## config.mk

```make
export PLATFORM = sky130hd
export DESIGN_NAME = pipeline_hazard_ctrl
export DESIGN_NICKNAME = d
export VERILOG_FILES = /design/src/rtl/pipeline_ctrl_pkg.sv /design/src/rtl/debug_step_sync.sv /design/src/rtl/pipeline_hazard_ctrl.sv
export SDC_FILE = /design/constraint.sdc
export NUM_CORES = 1
export LEC_CHECK = 0
export BUFFER_PORTS_ARGS = -buffer_cell sky130_fd_sc_hd__buf_2
export CORE_MARGIN = 1
export CORE_UTILIZATION = 46
export DETAILED_ROUTE_END_ITERATION = 16
export GPL_TIMING_DRIVEN = 0
export PLACE_DENSITY = 0.8
export SLEW_MARGIN = 0
export SYNTH_ARGS = -nofsm -noshare
export SYNTH_HDL_FRONTEND = slang
export SYNTH_SLANG_ARGS = --single-unit
```

## constraint.sdc

```tcl
create_clock -name clk -period 2.95 [get_ports clk]
set_clock_uncertainty 0.2 [all_clocks]
set_input_delay 0.59 -clock clk [delete_from_list [all_inputs] [get_ports clk]]
set_output_delay 0.59 -clock clk [all_outputs]
set_load 0.02 [all_outputs]
```

## src/rtl/pipeline_ctrl_pkg.sv

```systemverilog
// Shared encodings and the ID-stage forwarding select function for the
// pipeline hazard controller.
package pipeline_ctrl_pkg;

  // Operand source select for the ID-stage forwarding muxes
  typedef enum logic [1:0] {
    FWD_RF      = 2'd0,
    FWD_ALU_EXE = 2'd1,
    FWD_ALU_MEM = 2'd2,
    FWD_LMD_MEM = 2'd3
  } fwd_sel_e;

  // Sequencer states
  typedef enum logic [1:0] {
    RUN      = 2'd0,
    MEM_WAIT = 2'd1,
    HALT     = 2'd2,
    STEP     = 2'd3
  } ctrl_state_e;

  // What the stage rst/en pairs do in a given cycle
  typedef enum logic [1:0] {
    PAT_ADV = 2'd0,
    PAT_LU  = 2'd1,
    PAT_FRZ = 2'd2
  } stage_pat_e;

  localparam logic [4:0] GPR_ZERO = 5'd0;

  // EXE result wins over MEM; a load still in EXE has no data yet, and $0 is
  // hard-wired so it is never forwarded.
  function automatic fwd_sel_e fwd_select(
    input logic [4:0] src,
    input logic [4:0] exe_addr,
    input logic       exe_wen,
    input logic       exe_load,
    input logic [4:0] mem_addr,
    input logic       mem_wen,
    input logic       mem_load
  );
    fwd_sel_e sel;
    sel = FWD_RF;
    if (exe_wen && !exe_load && exe_addr != GPR_ZERO && exe_addr == src)
      sel = FWD_ALU_EXE;
    else if (mem_wen && mem_addr != GPR_ZERO && mem_addr == src)
      sel = mem_load ? FWD_LMD_MEM : FWD_ALU_MEM;
    return sel;
  endfunction

endpackage

```

## src/rtl/debug_step_sync.sv

```systemverilog
// Brings the raw debug step button into the clk domain and turns each press
// into a single-cycle pulse.
module debug_step_sync (
  input  logic clk,
  input  logic rst,
  input  logic i_step_raw,
  output logic o_step_pulse
);

  logic r_meta;
  logic r_sync;
  logic r_sync_d;

  // Two-flop synchroniser followed by one delay flop for edge detection
  always_ff @(posedge clk) begin
    if (rst) begin
      r_meta   <= 1'b0;
      r_sync   <= 1'b0;
      r_sync_d <= 1'b0;
    end else begin
      r_meta   <= i_step_raw;
      r_sync   <= r_meta;
      r_sync_d <= r_sync;
    end
  end

  assign o_step_pulse = r_sync & ~r_sync_d;

endmodule

```

## src/rtl/pipeline_hazard_ctrl.sv

```systemverilog
// Central sequencer for the 5-stage delayed-branch datapath: load-use stalls,
// ID-stage forwarding selects, memory-wait freeze with timeout, single-step.
module pipeline_hazard_ctrl
  import pipeline_ctrl_pkg::*;
#(
  parameter int unsigned MEM_TIMEOUT = 16,
  parameter int unsigned STALL_CNT_W = 16
) (
  input  logic                   clk,
  input  logic                   rst,
  input  logic                   debug_en,
  input  logic                   debug_step,
  input  logic [31:0]            inst_data_id,
  input  logic                   rs_used_id,
  input  logic                   rt_used_id,
  input  logic [4:0]             regw_addr_exe,
  input  logic                   wb_wen_exe,
  input  logic                   is_load_exe,
  input  logic [4:0]             regw_addr_mem,
  input  logic                   wb_wen_mem,
  input  logic                   is_load_mem,
  input  logic                   mem_req,
  input  logic                   mem_ack,
  output logic                   if_rst,
  output logic                   id_rst,
  output logic                   exe_rst,
  output logic                   mem_rst,
  output logic                   wb_rst,
  output logic                   if_en,
  output logic                   id_en,
  output logic                   exe_en,
  output logic                   mem_en,
  output logic                   wb_en,
  output logic [1:0]             exe_fwd_a_ctrl,
  output logic [1:0]             exe_fwd_b_ctrl,
  output logic                   mem_err,
  output logic [STALL_CNT_W-1:0] stall_cnt
);

  localparam int unsigned WAIT_W = $clog2(MEM_TIMEOUT + 2);

  ctrl_state_e             r_state;
  ctrl_state_e             w_state_nxt;
  stage_pat_e              w_pat;
  logic [WAIT_W-1:0]       r_wait_cnt;
  logic [WAIT_W-1:0]       w_wait_nxt;
  logic                    w_set_err;
  logic                    r_mem_err;
  logic [STALL_CNT_W-1:0]  r_stall_cnt;
  logic                    w_step_pulse;
  logic [4:0]              w_rs;
  logic [4:0]              w_rt;
  logic                    w_lu;
  logic                    w_mem_stall;
  logic                    w_timeout;
  stage_pat_e              w_adv_pat;
  logic                    w_unused_inst;

  debug_step_sync u_step_sync (
    .clk          (clk),
    .rst          (rst),
    .i_step_raw   (debug_step),
    .o_step_pulse (w_step_pulse)
  );

  assign w_rs          = inst_data_id[25:21];
  assign w_rt          = inst_data_id[20:16];
  assign w_unused_inst = ^{inst_data_id[31:26], inst_data_id[15:0]};

  assign w_lu = is_load_exe & wb_wen_exe & (regw_addr_exe != GPR_ZERO) &
                ((rs_used_id & (w_rs == regw_addr_exe)) |
                 (rt_used_id & (w_rt == regw_addr_exe)));

  assign w_mem_stall = mem_req & ~mem_ack;
  assign w_timeout   = (MEM_TIMEOUT != 0) && (32'(r_wait_cnt) >= MEM_TIMEOUT);
  // Any cycle that lets instructions move must still respect load-use,
  // including the release out of a memory wait.
  assign w_adv_pat   = w_lu ? PAT_LU : PAT_ADV;

  // Next-state, stage pattern and wait-counter update
  always_comb begin
    w_state_nxt = r_state;
    w_pat       = PAT_FRZ;
    w_wait_nxt  = '0;
    w_set_err   = 1'b0;
    case (r_state)
      RUN: begin
        if (w_mem_stall) begin
          w_wait_nxt  = WAIT_W'(1);
          w_state_nxt = MEM_WAIT;
        end else if (debug_en) begin
          w_state_nxt = HALT;
        end else begin
          w_pat = w_adv_pat;
        end
      end
      MEM_WAIT: begin
        if (mem_ack || w_timeout) begin
          w_pat       = w_adv_pat;
          w_set_err   = ~mem_ack;
          w_state_nxt = debug_en ? HALT : RUN;
        end else begin
          w_wait_nxt = r_wait_cnt + WAIT_W'(1);
        end
      end
      HALT: begin
        if (!debug_en)
          w_state_nxt = RUN;
        else if (w_step_pulse)
          w_state_nxt = STEP;
      end
      STEP: begin
        if (w_mem_stall) begin
          w_wait_nxt  = WAIT_W'(1);
          w_state_nxt = MEM_WAIT;
        end else begin
          w_pat       = w_adv_pat;
          w_state_nxt = HALT;
        end
      end
      default: w_state_nxt = RUN;
    endcase
  end

  // Stage rst/en drive; reset forces every stage into reset immediately
  always_comb begin
    {if_rst, id_rst, exe_rst, mem_rst, wb_rst} = 5'b00000;
    {if_en, id_en, exe_en, mem_en, wb_en}      = 5'b00000;
    if (rst) begin
      {if_rst, id_rst, exe_rst, mem_rst, wb_rst} = 5'b11111;
    end else begin
      case (w_pat)
        PAT_ADV: {if_en, id_en, exe_en, mem_en, wb_en} = 5'b11111;
        PAT_LU: begin
          {if_en, id_en, exe_en, mem_en, wb_en} = 5'b00111;
          exe_rst = 1'b1;
        end
        default: ;
      endcase
    end
  end

  // Forwarding selects, held at regfile while in reset
  always_comb begin
    exe_fwd_a_ctrl = FWD_RF;
    exe_fwd_b_ctrl = FWD_RF;
    if (!rst) begin
      exe_fwd_a_ctrl = fwd_select(w_rs, regw_addr_exe, wb_wen_exe, is_load_exe,
                                  regw_addr_mem, wb_wen_mem, is_load_mem);
      exe_fwd_b_ctrl = fwd_select(w_rt, regw_addr_exe, wb_wen_exe, is_load_exe,
                                  regw_addr_mem, wb_wen_mem, is_load_mem);
    end
  end

  // State, wait counter, sticky error and saturating stall statistics
  always_ff @(posedge clk) begin
    if (rst) begin
      r_state     <= RUN;
      r_wait_cnt  <= '0;
      r_mem_err   <= 1'b0;
      r_stall_cnt <= '0;
    end else begin
      r_state    <= w_state_nxt;
      r_wait_cnt <= w_wait_nxt;
      if (w_set_err)
        r_mem_err <= 1'b1;
      if (w_pat != PAT_ADV && r_stall_cnt != '1)
        r_stall_cnt <= r_stall_cnt + STALL_CNT_W'(1);
    end
  end

  assign mem_err   = r_mem_err;
  assign stall_cnt = r_stall_cnt;

endmodule

```

# Word-level counts from Yosys, hierarchy flattened
# Cells that the tools add are included.
# word_totals
ff_bits	27
input_bits	54
output_inout_bits	31
wordCells	85
# op_classes
add_sub_neg	2
magnitude_cmp	1
eq_ne	14
n_mux	33
bitwise	10
n_reduce_logical	18
# op_table
operator	n
$mux 2	17
$eq 5x5->1	6
$add 16x1->16 const B	1
$ne 16x16->1 const B	1
$mux 1	12
$pmux 5 s2	1
$reduce_bool 5->1	2
$logic_and 1x1->1	8
$pmux 2 s4	1
$and 1x1->1	7
$pmux 2 s3	1
$add 5x1->5 const B	1
$ge 5x5->1 const B	1
$mux 5	1
$eq 2x1->1 const B	2
$eq 2x2->1 const B	2
$logic_not 2->1	2
$reduce_or 2->1	2
$ne 3x2->1 const B	1
$ne 3x3->1 const B	1
$reduce_and 3->1	1
$ne 2x2->1 const B	1
$not 1->1	2
$reduce_bool 2->1	1
3 further kinds	3

# Logic depth before layout (Yosys ltp)
# Gate-level depths: netlist of run 1.
# depth
depth_word	12
mapped_depth	10
ltp_nobuf	9

# Cells and area by module
# From an unflattened synthesis of run 1, not the netlist that was laid out.
# hier_totals
cells_unflattened	214
area_unflattened_um2	1853.0
# by_module_without_submodules
mod	instances	cells_each	area_per_inst_um2	seq_area_each_um2
pipeline_hazard_ctrl	1	207	1765.4	480.5
debug_step_sync	1	7	87.6	60.1

# Worst setup path after synthesis of run 1
# Ideal clock, no wire load.
# synth_path
kind	in2out
start	in regw_addr_exe[1]
end	out if_en
arrival_ns	2.301
t_required_ns	2.160
path_slack_ns	-0.141
cell_stages	7
n_path_buf	2
path_cell_list	or4_1 -> o21ai_2 -> a211oi_2 -> a21oi_4 -> buf_6 -> nor2b_1 -> buf_4
# synth_via
elab_chain_len	11
elab_cells_between_ends	17
cone_classes	eq/ne (2); mux (8); bitwise (5); reduce/logical (2)
# synth_lines
item	line	source
start, declared	pipeline_hazard_ctrl.sv:16	input logic [4:0] regw_addr_exe,
$eq 5x5->1, on equally long branches	pipeline_hazard_ctrl.sv:71, pipeline_hazard_ctrl.sv:72	
$and 1x1->1, on equally long branches	pipeline_hazard_ctrl.sv:71, pipeline_hazard_ctrl.sv:72	
$or 1x1->1	pipeline_hazard_ctrl.sv:71	((rs_used_id & (w_rs == regw_addr_exe)) |
$and 1x1->1 *	pipeline_hazard_ctrl.sv:70	assign w_lu = is_load_exe & wb_wen_exe & (regw_addr_exe != GPR_ZERO) &
$mux 1 *	pipeline_hazard_ctrl.sv:78	assign w_adv_pat = w_lu ? PAT_LU : PAT_ADV;
$mux 2	pipeline_hazard_ctrl.sv:91	end else if (debug_en) begin
$mux 2	pipeline_hazard_ctrl.sv:88	if (w_mem_stall) begin
$pmux 2 s3 *	pipeline_hazard_ctrl.sv:86	case (r_state)
$logic_not 2->1 *	--	
$mux 1 * (2 in a row)	--	
end, declared	pipeline_hazard_ctrl.sv:29	output logic if_en,
# Every way passes the cells marked *; elsewhere a longest branch is shown, timed or not.

# Final worst setup path of run 1
# layout_path
start	in regw_addr_exe[1]
end	out if_en
# layout_via
elab_chain_len	11
elab_cells_between_ends	17
cone_classes	eq/ne (2); mux (8); bitwise (5); reduce/logical (2)
# layout_lines
item	line	source
$eq 5x5->1, on equally long branches	pipeline_hazard_ctrl.sv:71, pipeline_hazard_ctrl.sv:72	
$and 1x1->1, on equally long branches	pipeline_hazard_ctrl.sv:71, pipeline_hazard_ctrl.sv:72	
$or 1x1->1	pipeline_hazard_ctrl.sv:71	
$and 1x1->1 *	pipeline_hazard_ctrl.sv:70	
$mux 1 *	pipeline_hazard_ctrl.sv:78	
$mux 2	pipeline_hazard_ctrl.sv:91	
$mux 2	pipeline_hazard_ctrl.sv:88	
$pmux 2 s3 *	pipeline_hazard_ctrl.sv:86	
$logic_not 2->1 *	pipeline_hazard_ctrl.sv:132	case (w_pat)
$mux 1 *	pipeline_hazard_ctrl.sv:132	
$mux 1 *	pipeline_hazard_ctrl.sv:129	if (rst) begin
# Marked as above.

==> results of run 1 <==
==> how the worst max path moves through the flow <==
stage               slack, ns    end             start
global route            -0.04  if_en        r_state[1]
global placement        -0.17  if_en  regw_addr_exe[1]
floorplan                0.08  if_en  regw_addr_exe[1]
detailed placement      -0.17  if_en  regw_addr_exe[1]
CTS                     0.001  if_en  regw_addr_exe[1]
finish                   0.03  if_en  regw_addr_exe[1]
==> critical path, delay by kind of cell <==
kind | cells | cell delay, ns
AND/OR/NAND/NOR | 2 | 0.65
buffers and inverters | 4 | 0.46
AO/OA/AOI/OAI | 3 | 0.41
==> synth_stat cells (2+ instances only) <==
master	count	share of area, %
o21ai_0	5	1.4
xor2_1	13	6.6
ha_1	7	5.1
nand2_1	11	2.4
nand3_1	7	2.0
and2_1	2	0.72
or4_1	2	0.87
inv_1	8	1.7
nor3_1	9	2.6
clkbuf_1	4	0.87
nand4_1	8	2.9
buf_4	7	3.0
nor2b_1	9	3.3
o211ai_1	2	0.87
a31oi_1	2	0.72
nor3b_1	2	0.87
dfxtp_1	27	31
nor2_1	32	6.9
xnor2_1	20	10
nor3_2	2	1.2
nor4_1	3	1.1
a21oi_1	5	1.4
==> layout make-up <==
class | instances | area (um^2) | area share, %
Multi-Input combinational cell | 162 | 1100 | 49.9
Sequential cell | 27 | 546 | 24.7
Timing Repair Buffer | 66 | 343 | 15.5
Buffer | 13 | 85.1 | 3.86
Tap cell | 46 | 57.6 | 2.61
Clock buffer | 4 | 45.0 | 2.04
Inverter | 8 | 30.0 | 1.36
==> kinds of logic (layout without fill, tap and decap cells) <==
| logic type | Yosys count | in the layout | synth area share [%] |
|---|---|---|---|
| AO/OA/AOI/OAI | 23 | 23 | 9.61 |
| XOR/XNOR | 33 | 33 | 16.7 |
| adder cells (fa/ha/maj) | 7 | 7 | 5.06 |
| buffers and inverters | 21 | 91 | 6.57 |
| flip-flops | 27 | 27 | 31.2 |
| multiplexers | 3 | 3 | 1.88 |
| AND/OR/NAND/NOR | 96 | 96 | 29.0 |
==> power by group <==
group | switching [W] | leakage [nW] | internal, W
Sequential | 0.0000303 | 0.220 | 0.000399
Combinational | 0.000301 | 0.715 | 0.000247
Clock | 0.000111 | 0.0228 | 0.0000968
==> registers in the layout, indices dropped and copies added, names as in the netlist <==
signal	count
r_wait_cnt	5
mem_err	1
u_step_sync.r_sync	1
stall_cnt	16
r_state	2
u_step_sync.r_meta	1
u_step_sync.r_sync_d	1
==> per-layer routing <==
metal | global-route usage, % | share of wire (%) | vias to the layer above
li1 | - | - | 851
met1 | 26.1 | 47 | 748
met2 | 34.4 | 48 | 45
met3 | 2.90 | 3.9 | 5
met4 | 5.97 | 1.0 | 0
met5 | 0 | 0 | -
==> timing repair <==
item                       4_1_cts  5_1_grt
setup buffers                    4        0
pin swaps                        4        3
gates resized for setup          5        6
setup endpoints to repair        2        4
==> metrics by stage <==
stage	instances	setup TNS, ns
after floorplan	210	0
after global placement	318	-0.261
after detailed placement	318	-0.263
after CTS	326	0
after global routing	326	-0.0383
final	326	0
==> out/results.tsv, run 1 <==
metric	value	unit
place_area	0.00211	mm^2
htree_levels	1	
ys_warn_count	0	
grt_pass1_vias	1513	
postRouteAntennaNets	0	
fmax	0.343	GHz
slew_headroom	69.0	%
dr.pass1.iters	5	
rr_startpoint	r_state[1]	
antenna_found_initial	0	
ys_seq_area_share	31.2	%
final_cell_mix	62 x buf_2, 32 x nor2_1, 25 x dfxtp_1, 20 x xnor2_1, 13 x xor2_1	
synth_nets	271	
synth_area	0.00173	mm^2
hpwl	2980	um
area_growth_syn_to_layout	27.4	%
drv_cap	0	
status	completed	
die_area	0.00401	mm^2
drive_gt1_share	34.3	%
worst_slack	0.0349	ns
insertion_delay	0.27	ns
synth-edff-count	0	
cp.required	2.16	ns
synth-main-ff-cell	dfxtp_1	
cts_max_path_buffers	2	
path_cells	buf_2 -> or4_4 -> o21ai_2 -> a211oi_2 -> a21oi_4 -> buf_6 -> nor2b_4 -> buf_4 -> buf_4	
hold_end	u_step_sync.r_sync	
ys_ff_latch	27	
rr_worst_depth	10	
final_nets	342	
p_per_area	537	mW/mm^2
async_flop_share	0	%
p_leak	0.958	nW
die_h	63.4	um
place_congestion	0.864	
worstPathMaxFanout	3	
slew_viol_final	0	
worst_pin_slew	0.464	ns
cts_made_buffers	3	
yosysUniqueCellTypes	45	
start_util	49.9	%
r2r-end	stall_cnt[15]	
gr-total-overflow	0	
die_w	63.4	um
io_pins	85	
cp.arrival	2.13	ns
clockRootBuffer	clkbuf_8	
setup_viol	0	
clk_pin_slew_worst_paths	0.09	ns
vias	1649	
hold_path_class	reg -> reg	
grt.total_usage	20.2	%
tritoncts	yes	
postSynthAreaPerCell	8.25	um^2
cpMostUsedCell	buf_4	
clock_sink_count	27	
finalHoldViolCount	0	
vdd_ir_drop_max	0.000203	V
wl_per_cell	11.9	um
avgViaCountPerCell	5.06	
final_cell_area	0.00221	mm^2
core_area	0.00347	mm^2
grt_pass1_wl	6550	um
min_from	u_step_sync.r_meta	
period_needed	2.92	ns
ctsHoldBuffers	0	
cp_slowest_cell	or4_4	
fillCellCount	324	
final_common_cell	buf_2	
antenna_cells	0	
timing.hold.ws	0.246	ns
cpPeakStageDelay	0.53	ns
ff2ff_setup_slack	0.47	ns
cp-end-kind	output port	
wl	3880	um
hold_depth	1	
start_kind	primary input	
finalPower	0.00119	W
grt_max_degree	15	
drc_errors	0	
netlist_instances	210	
rsz0062_at_grt	yes	
port_buffers	62	
finish.utilization	63.6	%
dp_slack	-0.173	ns
period_share	98.8	%
crit_type	in -> out	
num_rows	21	
drt_iter0_markers	93	
Power figures use the tool's default switching activity.
==> run 2, diff against run 1 <==
CORE_UTILIZATION = 47   (was 46)
REMOVE_ABC_BUFFERS = 1   (was unset)
SYNTH_HIERARCHICAL = 1   (was unset)
==> out/results.tsv, run 2 <==
metric	value	unit
die_area	0.00420	mm^2
p_sw_share	42.3	%
cp.required	2.16	ns
start_util	49.9	%
cp.arrival	2.09	ns
grt_pass1_vias	1516	
synth_area	0.00185	mm^2
period_share	97.7	%
synth.top_cells.by_count	32 x nor2_1, 27 x dfxtp_1, 15 x xnor2_1	
slew_viol_final	0	
yosysUniqueCellTypes	50	
start_kind	primary input	
dr.pass1.iters	4	
ys_seq_area_share	29.2	%
cp-end-kind	output port	
min_from	u_step_sync/r_meta	
antenna_cells	0	
vdd_ir_drop_max	0.000310	V
r2r-end	stall_cnt[9]	
fmax	0.347	GHz
hold_depth	1	
rr_worst_depth	8	
setup_viol	0	
synth_most_common_cell	nor2_1	
drive_gt1_share	34.9	%
synth-edff-count	0	
p_leak	0.927	nW
drv_cap	0	
netlist_instances	214	
cts_max_path_buffers	2	
fillCellCount	350	
p_int	0.000706	W
hold_end	u_step_sync/r_sync	
worst_pin_slew	0.738	ns
num_rows	22	
p_sw	0.000517	W
synth_area_leaders	dfxtp_1 29%, xnor2_1 7.1%, xor2_1 6.6%	
clk_pin_slew_worst_paths	0.09	ns
vias	1625	
htree_levels	1	
worst_slack	0.0692	ns
avgViaCountPerCell	5.13	
wl_per_cell	12.9	um
synth-main-ff-cell	dfxtp_1	
final_nets	331	
fin_setup_tns	0	ns
synth_top_area_cell	dfxtp_1	
postRouteAntennaNets	0	
drc_errors	0	
drt_iter0_markers	77	
clock_sink_count	27	
antenna_found_initial	0	
grt.total_usage	20.7	%
core_area	0.00372	mm^2
worstPathMaxFanout	5	
final_cell_mix	62 x buf_2, 31 x nor2_1, 26 x dfxtp_1, 15 x xnor2_1, 14 x xor2_1	
slew_headroom	50.5	%
crit_type	in -> out	
grt_pass1_wl	6780	um
postSynthAreaPerCell	8.66	um^2
gr-total-overflow	0	
wl	4070	um
insertion_delay	0.27	ns
yosysTopAreaCellShare	29.2	%
area_growth_syn_to_layout	20.2	%
async_flop_share	0	%
hold_path_class	reg -> reg	
rr_startpoint	r_state[1]	
period_needed	2.88	ns
place_congestion	0.786	
dp_slack	-0.293	ns
io_pins	85	
grt_max_degree	42	
clkPwrFrac	17.5	%
final_common_cell	buf_2	
die_w	64.8	um
ys_warn_count	6	
clockRootBuffer	clkbuf_8	
finalHoldViolCount	0	
seqPwrFrac	35.8	%
port_buffers	62	
status	completed	
ys_ff_latch	27	
ff2ff_setup_slack	0.17	ns
largest_reg_flops	16	
comb_power_share	46.8	%
rsz0062_at_grt	no	
die_h	64.8	um
tritoncts	yes	
p_per_area	549	mW/mm^2
hpwl	3030	um
cts_made_buffers	3	
-- run 2: layout make-up --
type	count	area [um^2]	share of cell area [%]
Clock buffer	4	45.0	2.02
Inverter	7	26.3	1.18
Timing Repair Buffer	63	318	14.3
Tap cell	48	60.1	2.70
Sequential cell	27	542	24.3
Multi-Input combinational cell	168	1240	55.5
-- run 2: routing by layer --
layer / up-vias / wire, um / track usage (%) / part of all wire (%)
met3: 4 / 142 / 3.70 / 3.5
met5: - / 0 / 0 / 0
met2: 44 / 1950 / 34.4 / 48
li1: 856 / - / - / -
met1: 721 / 1930 / 26.6 / 47
met4: 0 / 55 / 7.50 / 1.4
-- run 2: what timing repair did --
action,4_1_cts,5_1_grt
hold buffers,0,0
endpoints found under the setup margin,5,6
setup buffers,1,0
pin swaps,1,1
resized for setup,5,7
-- run 2: logic make-up after synthesis --
group / Yosys count / synth area share [%]
DFF: 27 / 29.2
buffers and inverters: 19 / 6.48
and+or+nand+nor: 94 / 27.8
adders and majority gates: 7 / 4.73
xor gates and xnor gates: 29 / 13.7
AOI/OAI and AO/OA: 32 / 14.2
muxes: 6 / 3.92
-- run 2: critical path, cell delays in order --
cell	delay (ns)
buf_2	0.12
or4_2	0.71
o21ai_4	0.22
a211o_4	0.15
and2_2	0.14
buf_2	0.16
-- run 2: per-stage QoR --
stage / power (W) / instance area (um^2) / std cells / util [%] / hold WS, ns
2_1_floorplan: 0.000824 / 1760 / 202 / - / 0.214
3_3_place_gp: 0.000971 / 2130 / 312 / 57.3 / 0.217
3_5_place_dp: 0.000981 / 2130 / 312 / 57.3 / 0.228
4_1_cts: 0.00121 / 2210 / 317 / 59.4 / 0.251
5_1_grt: 0.00131 / 2230 / 317 / 59.9 / 0.269
6_report: 0.00122 / 2230 / 317 / 59.9 / 0.251
-- run 2: power by group through the flow --
stage	Clock, W	Combinational, W	Sequential [W]
after floorplan	0	0.000375	0.000449
after global placement	0	0.000533	0.000437
after detailed placement	0	0.000541	0.000439
after CTS	0.000221	0.000556	0.000431
after global routing	0.000236	0.000635	0.000441
final	0.000214	0.000572	0.000437
-- run 2: worst max-delay path by stage --
stage / startpoint / endpoint / cells past startpoint
6_report: regw_addr_exe[1] / if_en / 6
2_1_floorplan: mem_ack / id_en / 5
4_1_cts: r_state[0] / if_en / 7
5_1_grt: r_state[1] / if_en / 6
3_5_place_dp: regw_addr_exe[1] / if_en / 6
3_3_place_gp: regw_addr_exe[1] / id_en / 6
